## src/rtl/apb_stdout_stream_pkg.sv

```systemverilog
// Shared types and address-map constants for the APB stdout stream peripheral.
// Entries carry the source cluster/core alongside the character byte.
package apb_stdout_pkg;

  typedef struct packed {
    logic [3:0] cl;
    logic [3:0] core;
    logic [7:0] ch;
  } entry_t;

  localparam int unsigned STATUS_SEL_BIT = 11;
  localparam int unsigned CL_LSB         = 7;
  localparam int unsigned CORE_LSB       = 3;
  localparam logic [7:0]  CHAR_EOL       = 8'h0A;

  function automatic logic [15:0] sat_inc16(input logic [15:0] v);
    return (v == 16'hFFFF) ? v : v + 16'd1;
  endfunction

endpackage

```

## src/rtl/apb_stdout_stream_if.sv

```systemverilog
// APB3 bus bundle shared by the stdout stream peripheral and its masters.
// Slave sees the request fields as inputs and drives the response fields.
interface APB_BUS #(
  parameter int unsigned ADDR_WIDTH = 32,
  parameter int unsigned DATA_WIDTH = 32
);
  logic [ADDR_WIDTH-1:0] paddr;
  logic [DATA_WIDTH-1:0] pwdata;
  logic                  pwrite;
  logic                  psel;
  logic                  penable;
  logic [DATA_WIDTH-1:0] prdata;
  logic                  pready;
  logic                  pslverr;

  modport Master (
    output paddr, pwdata, pwrite, psel, penable,
    input  prdata, pready, pslverr
  );

  modport Slave (
    input  paddr, pwdata, pwrite, psel, penable,
    output prdata, pready, pslverr
  );

endinterface

```

## src/rtl/apb_stdout_stream_fifo.sv

```systemverilog
// Generic synchronous FIFO; head is read straight from storage so a push is visible next cycle.
// Pushes while full and pops while empty are ignored; flush_i empties it in one cycle.
module fifo_v3 #(
  parameter  int unsigned DATA_WIDTH = 16,
  parameter  int unsigned DEPTH      = 16,
  localparam int unsigned ADDR_DEPTH = (DEPTH > 1) ? $clog2(DEPTH) : 1
) (
  input  logic                  clk_i,
  input  logic                  rst_ni,
  input  logic                  flush_i,
  output logic                  full_o,
  output logic                  empty_o,
  output logic [ADDR_DEPTH:0]   usage_o,
  input  logic [DATA_WIDTH-1:0] data_i,
  input  logic                  push_i,
  output logic [DATA_WIDTH-1:0] data_o,
  input  logic                  pop_i
);

  localparam logic [ADDR_DEPTH:0]   CNT_ONE  = (ADDR_DEPTH+1)'(1);
  localparam logic [ADDR_DEPTH:0]   CNT_FULL = (ADDR_DEPTH+1)'(DEPTH);
  localparam logic [ADDR_DEPTH-1:0] PTR_ONE  = ADDR_DEPTH'(1);

  logic [ADDR_DEPTH-1:0] rd_ptr_q, wr_ptr_q;
  logic [ADDR_DEPTH:0]   cnt_q;
  logic [DATA_WIDTH-1:0] mem_q [DEPTH];
  logic                  clr, do_push, do_pop;

  assign clr     = ~rst_ni | flush_i;
  assign full_o  = (cnt_q == CNT_FULL);
  assign empty_o = (cnt_q == '0);
  assign usage_o = cnt_q;
  assign do_push = push_i & ~full_o & ~clr;
  assign do_pop  = pop_i & ~empty_o & ~clr;
  assign data_o  = mem_q[rd_ptr_q];

  always_ff @(posedge clk_i) begin
    if (clr) begin
      rd_ptr_q <= '0;
      wr_ptr_q <= '0;
      cnt_q    <= '0;
    end else begin
      if (do_push) wr_ptr_q <= wr_ptr_q + PTR_ONE;
      if (do_pop)  rd_ptr_q <= rd_ptr_q + PTR_ONE;
      if (do_push && !do_pop)      cnt_q <= cnt_q + CNT_ONE;
      else if (do_pop && !do_push) cnt_q <= cnt_q - CNT_ONE;
    end
  end

  // Storage needs no reset: the head is only observed while the count is non-zero.
  always_ff @(posedge clk_i) begin
    if (do_push) mem_q[wr_ptr_q] <= data_i;
  end

endmodule

```

## src/rtl/apb_stdout_stream.sv

```systemverilog
// APB character sink: tagged bytes go through a shared FIFO to a valid/ready stream, head visible 1 cycle after push.
// Full FIFO either stalls pready (BLOCKING=1) or drops and counts; pready depends only on the registered full flag.
module apb_stdout_stream
  import apb_stdout_pkg::*;
#(
  parameter int unsigned N_CORES    = 8,
  parameter int unsigned N_CLUSTERS = 4,
  parameter int unsigned ADDR_WIDTH = 32,
  parameter int unsigned DATA_WIDTH = 32,
  parameter int unsigned FIFO_DEPTH = 16,
  parameter bit          BLOCKING   = 1'b1
) (
  input  logic         clk_i,
  input  logic         rst_i,
  APB_BUS.Slave        apb,
  output logic         out_valid_o,
  input  logic         out_ready_i,
  output logic [7:0]   out_char_o,
  output logic [3:0]   out_cluster_o,
  output logic [3:0]   out_core_o,
  output logic         out_eol_o
);

  localparam int unsigned LVL_W = $clog2(FIFO_DEPTH) + 1;

  entry_t             push_entry, head;
  logic [LVL_W-1:0]   usage;
  logic [15:0]        level;
  logic [15:0]        drop_cnt_q;
  logic               fifo_full, fifo_empty;
  logic [3:0]         addr_cl, addr_core;
  logic               is_status, in_range, access, char_wr;
  logic               stall, push, pop, drop, clr_drop;

  // Address decode
  assign addr_cl   = apb.paddr[CL_LSB +: 4];
  assign addr_core = apb.paddr[CORE_LSB +: 4];
  assign is_status = apb.paddr[STATUS_SEL_BIT];
  assign in_range  = (32'(addr_cl) < N_CLUSTERS) && (32'(addr_core) < N_CORES);

  assign access  = apb.psel & apb.penable;
  assign char_wr = access & apb.pwrite & ~is_status;

  // Full is a registered flag, so a same-cycle pop never releases a stalled write.
  assign stall    = BLOCKING & char_wr & in_range & fifo_full;
  assign push     = ~rst_i & char_wr & in_range & ~fifo_full;
  assign drop     = ~rst_i & ~BLOCKING & char_wr & in_range & fifo_full;
  assign clr_drop = ~rst_i & access & apb.pwrite & is_status & apb.pwdata[0];

  assign apb.pready  = rst_i | ~stall;
  assign apb.pslverr = ~rst_i & char_wr & ~in_range;

  always_comb begin
    apb.prdata = '0;
    if (!rst_i && !apb.pwrite && is_status) begin
      apb.prdata[31:0] = {drop_cnt_q, level};
    end
  end

  // A status-write clear takes priority over a drop in the same cycle.
  always_ff @(posedge clk_i) begin
    if (rst_i || clr_drop) begin
      drop_cnt_q <= '0;
    end else if (drop) begin
      drop_cnt_q <= sat_inc16(drop_cnt_q);
    end
  end

  always_comb begin
    push_entry      = '0;
    push_entry.cl   = addr_cl;
    push_entry.core = addr_core;
    push_entry.ch   = apb.pwdata[7:0];
  end

  fifo_v3 #(
    .DATA_WIDTH ($bits(entry_t)),
    .DEPTH      (FIFO_DEPTH)
  ) u_fifo (
    .clk_i   (clk_i),
    .rst_ni  (~rst_i),
    .flush_i (rst_i),
    .full_o  (fifo_full),
    .empty_o (fifo_empty),
    .usage_o (usage),
    .data_i  (push_entry),
    .push_i  (push),
    .data_o  (head),
    .pop_i   (pop)
  );

  assign level = 16'(usage);

  // Outputs read as zero whenever nothing is queued, which covers the reset state.
  assign out_valid_o   = ~fifo_empty;
  assign pop           = out_valid_o & out_ready_i;
  assign out_char_o    = fifo_empty ? 8'h00 : head.ch;
  assign out_cluster_o = fifo_empty ? 4'h0 : head.cl;
  assign out_core_o    = fifo_empty ? 4'h0 : head.core;
  assign out_eol_o     = ~fifo_empty & (head.ch == CHAR_EOL);

endmodule
```

## src/flat_wrapper.sv

```systemverilog
// flat-port wrapper written by rule: the top's interface ports become plain ports
module apb_stdout_stream_flat import apb_stdout_pkg::*;
#(
  parameter int unsigned N_CORES    = 8,
  parameter int unsigned N_CLUSTERS = 4,
  parameter int unsigned ADDR_WIDTH = 32,
  parameter int unsigned DATA_WIDTH = 32,
  parameter int unsigned FIFO_DEPTH = 16,
  parameter bit          BLOCKING   = 1'b1
)
  (clk_i, rst_i, out_valid_o, out_ready_i, out_char_o, out_cluster_o, out_core_o, out_eol_o, apb_paddr, apb_pwdata, apb_pwrite, apb_psel, apb_penable, apb_prdata, apb_pready, apb_pslverr);
  APB_BUS #(.ADDR_WIDTH(ADDR_WIDTH), .DATA_WIDTH(DATA_WIDTH)) apb_i ();
  input  logic clk_i;
  input  logic rst_i;
  output logic out_valid_o;
  input  logic out_ready_i;
  output logic [7:0] out_char_o;
  output logic [3:0] out_cluster_o;
  output logic [3:0] out_core_o;
  output logic out_eol_o;
  input wire logic [$bits(apb_i.paddr)-1:0] apb_paddr;
  input wire logic [$bits(apb_i.pwdata)-1:0] apb_pwdata;
  input wire logic [$bits(apb_i.pwrite)-1:0] apb_pwrite;
  input wire logic [$bits(apb_i.psel)-1:0] apb_psel;
  input wire logic [$bits(apb_i.penable)-1:0] apb_penable;
  output wire logic [$bits(apb_i.prdata)-1:0] apb_prdata;
  output wire logic [$bits(apb_i.pready)-1:0] apb_pready;
  output wire logic [$bits(apb_i.pslverr)-1:0] apb_pslverr;
  assign apb_i.paddr = apb_paddr;
  assign apb_i.pwdata = apb_pwdata;
  assign apb_i.pwrite = apb_pwrite;
  assign apb_i.psel = apb_psel;
  assign apb_i.penable = apb_penable;
  assign apb_prdata = apb_i.prdata;
  assign apb_pready = apb_i.pready;
  assign apb_pslverr = apb_i.pslverr;
  apb_stdout_stream #(.N_CORES(N_CORES), .N_CLUSTERS(N_CLUSTERS), .ADDR_WIDTH(ADDR_WIDTH), .DATA_WIDTH(DATA_WIDTH), .FIFO_DEPTH(FIFO_DEPTH), .BLOCKING(BLOCKING)) u_core (.clk_i(clk_i), .rst_i(rst_i), .apb(apb_i), .out_valid_o(out_valid_o), .out_ready_i(out_ready_i), .out_char_o(out_char_o), .out_cluster_o(out_cluster_o), .out_core_o(out_core_o), .out_eol_o(out_eol_o));
endmodule
```

## config.mk

```make
export PLATFORM = sky130hd
export DESIGN_NAME = apb_stdout_stream_flat
export DESIGN_NICKNAME = d
export VERILOG_FILES = /design/src/rtl/apb_stdout_stream_pkg.sv /design/src/rtl/apb_stdout_stream_if.sv /design/src/rtl/apb_stdout_stream_fifo.sv /design/src/rtl/apb_stdout_stream.sv /design/src/flat_wrapper.sv
export SDC_FILE = /design/constraint.sdc
export NUM_CORES = 1
export LEC_CHECK = 0
export CORE_MARGIN = 4
export CORE_UTILIZATION = 56
export DETAILED_ROUTE_END_ITERATION = 10
export PLACE_DENSITY = 0.79
export SLEW_MARGIN = 20
export SYNTH_ARGS = -nofsm -noshare
export SYNTH_HDL_FRONTEND = slang
export SYNTH_SLANG_ARGS = --single-unit
```

## constraint.sdc

```tcl
create_clock -name clk_i -period 3.75 [get_ports clk_i]
set_input_delay 0.5625 -clock clk_i [delete_from_list [all_inputs] [get_ports clk_i]]
set_output_delay 0.5625 -clock clk_i [all_outputs]
set_load 0.01 [all_outputs]
```

==> flow_metrics.py <==
metrics = {
    "finish": {
        "fin_nets": 731,
        "post-route-util": 0.687,
        "areaGrowthSynthToFinish_pct": 19.0,
        "final_cells": 932,
        "drive_above_1_share": 0.256,
        "fin_area_sq_um": 13100,
        "antenna_cells": 0,
    },
    "detailed_routing": {
        "drt-total-wl_mm": 23.0,
        "antenna_left": 0,
        "remaining_drc_errors": 0,
        "wl_per_cell_um": 24.7,
        "drt-initial-drc-count": 599,
        "viasPerCell": 5.99,
        "num_vias": 5579,
        "firstDrtPassIters": 5,
    },
    "power": {
        "power.density_nw_per_um2": 609,
        "p_leak_nw": 4.27,
        "vdd_drop_max_mv": 0.585,
        "pwr-share-seq": 0.429,
        "clkPwrFrac": 0.364,
        "p_sw_frac": 0.242,
        "p_comb_frac": 0.207,
        "p_switching_mw": 1.93,
        "intPower_mw": 6.03,
    },
    "synth": {
        "synth.most_common_cell": "edfxtp_1",
        "synth_top_area_frac": 0.700,
        "syn_area_sq_um": 11000,
        "async_reset_ff_frac": 0,
        "synthFlopType": "edfxtp_1",
        "ys_ff_latch": 273,
        "yosysUniqueCellTypes": 45,
        "synth_common_cells": "edfxtp_1 (256), mux4_2 (66), buf_4 (28), and2_1 (24), nor2_1 (22)",
        "seq_area_frac_synth": 0.731,
        "syn_area_per_cell_sq_um": 19.8,
        "yosys_warnings": 0,
        "synth-edff-count": 256,
        "netlist_instances": 555,
        "yosys.area.top_type": "edfxtp_1",
        "ys_top_cells_by_area": "edfxtp_1 (70%), mux4_2 (14%), dfxtp_1 (3.1%)",
    },
    "placed_design": {
        "dp.final_hpwl_mm": 13.1,
        "post-place-ws_ns": 0.211,
        "port_buffers": 47,
        "place_inst": 872,
        "place_area_sq_um": 11900,
        "routabilityCongestion": 0.807,
    },
    "global_route": {
        "gr-usage-met1": 0.285,
        "met2_usage": 0.365,
        "grt_pass1_wl_mm": 34.8,
        "antenna_found_initial": 0,
        "grt.total_usage": 0.212,
        "grt_pass1_vias": 5895,
        "globalRouteOverflowTotal": 0,
        "grt_max_degree": 30,
        "busiest_layer": "met2",
        "gr-usage-met3": 0.0347,
    },
    "floorplanning": {
        "dieArea_sq_um": 21900,
        "dieHeight_um": 148,
        "placeableCoreArea_sq_um": 19000,
        "start_util": 0.578,
        "io-pin-count": 122,
        "rows": 50,
        "die_x_um": 148,
    },
    "worst_setup_path": {
        "crit_family": "multiplexers",
        "reg2reg_from": "u_core.u_fifo.usage_o[0]",
        "ff2ff_setup_slack_ns": 0.54,
        "slowest_stage": "mux4_2",
        "required_ns": 3.19,
        "path_buf_inv": 3,
        "worstSetupStartpointType": "flip-flop",
        "critical_path.max_fanout": 11,
        "path_class": "flip-flop to output pin",
        "critical_path.max_stage_delay_ns": 0.51,
        "cp.arrival_ns": 3.01,
        "cp_common_cell": "mux4_2",
        "r2r_cells": 13,
        "path_cells": "buf_16 -> bufbuf_16 -> mux4_2 -> mux4_2 -> and2_1 -> clkdlybuf4s50_1",
        "timing.rr.end": "u_core.u_fifo.usage_o[4]",
        "crit_path_end_kind": "output pin",
    },
    "clocking": {
        "clock_sinks": 273,
        "clk_latency_ns": 0.52,
        "tritoncts": "done",
        "root_buffer": "clkbuf_16",
        "htree_levels": 1,
        "clk_path_buf_depth": 3,
        "numCtsBuffers": 27,
        "path_clk_slew_ns": 0.06,
    },
    "timing": {
        "setup_viol": 0,
        "setup_ws_ns": 0.176,
        "slew_headroom": 0.635,
        "slew_viol_final": 0,
        "final_hold_viol_count": 0,
        "min_period_over_period": 0.953,
        "tns_ns": 0,
        "worstMarginPinSlew_ns": 0.546,
        "fin_skew_ns": 0.0107,
        "max_freq_ghz": 0.280,
        "fin_crit_ns": 3.57,
        "rsz0062_at_grt": "false",
    },
    "status": {
        "status": "complete, no violations",
    },
    "run": {
        "maxCapViolCount": 0,
    },
    "worst_hold_path": {
        "min_from": "u_core.u_fifo.rd_ptr_q[3]",
        "holdCritPathClass": "flip-flop to flip-flop",
        "min_to": "u_core.u_fifo.rd_ptr_q[3]",
        "holdPathStages": 2,
    },
}
-- cells by family after synthesis --
| logic type | synth area share |
|---|---|
| flip-flops | 0.731 |
| buffers and inverters | 0.0329 |
| AND/OR/NAND/NOR | 0.0457 |
| XOR/XNOR | 0.00717 |
| other | 0.000341 |
| adder cells (fa/ha/maj) | 0.0121 |
| multiplexers | 0.154 |
| AO/OA/AOI/OAI | 0.0170 |
-- layer usage --
layer,share of wire,up-vias
li1,-,2374
met2,0.51,294
met4,0.026,0
met1,0.38,2864
met3,0.086,47
met5,0,-
-- placed cells by master, fill, tap and decap left out, types with 6 or more instances in the layout --
cell             count
a21oi_1             10
and2_1              24
buf_12               6
buf_4               37
clkbuf_16           30
clkdlybuf4s50_1     46
conb_1              27
dfxtp_1             15
edfxtp_1           256
ha_1                 9
inv_1                8
mux2i_1              9
mux4_2              66
nand2_1              9
nand3_1             12
nor2_1              20
-- state kept, by name, summed over array words and instances (netlist names), named ones only --
name and cells:
u_core.u_fifo.mem_q 256, u_core.u_fifo.wr_ptr_q 4, u_core.u_fifo.usage_o 5, u_core.u_fifo.rd_ptr_q 4
-- worst max path at each step --
stage	end	slack, ns	cells after the start
after floorplan	u_core.u_fifo.mem_q[4][0]	0.45	7
after global placement	out_eol_o	0.27	6
after detailed placement	u_core.u_fifo.usage_o[4]	0.21	12
after CTS	out_core_o[2]	0.03	6
after global routing	out_eol_o	0.03	7
final	out_core_o[2]	0.18	6
-- layout make-up --
class | count | area [sq um]
clock buffers | 37 | 786
clock inverters | 13 | 195
fillers | 1154 | 5950
inverters | 9 | 33.8
multi-input cells | 246 | 2720
flip-flops and latches | 273 | 8040
well taps | 260 | 325
repair buffers | 94 | 976
-- per-stage QoR --
step                total power [mW]  hold slack [ns]
detailed placement              5.06            0.486
global placement                5.03            0.478
global route                    8.26            0.528
floorplan                       4.33            0.459
finish                          7.96            0.501
CTS                             7.96            0.500
-- worst register-to-register path, stage by stage, from the launching register on --
cell	delay (ns)
dfxtp_1	0.37
nor4_1	0.48
nor2b_1	0.24
inv_1	0.09
nand2_1	0.15
or2_2	0.14
ha_1	0.17
inv_1	0.11
fa_1	0.47
a21o_1	0.20
a21oi_1	0.17
xnor2_1	0.10
or3_1	0.31
a21oi_1	0.15
-- timing repair --
item | CTS | global route
setup buffers | 4 | 5
resized for setup | 3 | 3
endpoints found under the setup margin | 7 | 6
hold buffers | 0 | 0
gates cloned | 1 | 1
-- power by group through the flow --
stage	Combinational (mW)	Clock, mW	Sequential (mW)
floorplan	0.877	0	3.45
global placement	1.54	0	3.49
detailed placement	1.57	0	3.49
CTS	1.62	2.92	3.41
global route	1.76	3.08	3.42
finish	1.65	2.90	3.42
No activity file was read; power rests on OpenSTA's default activity.
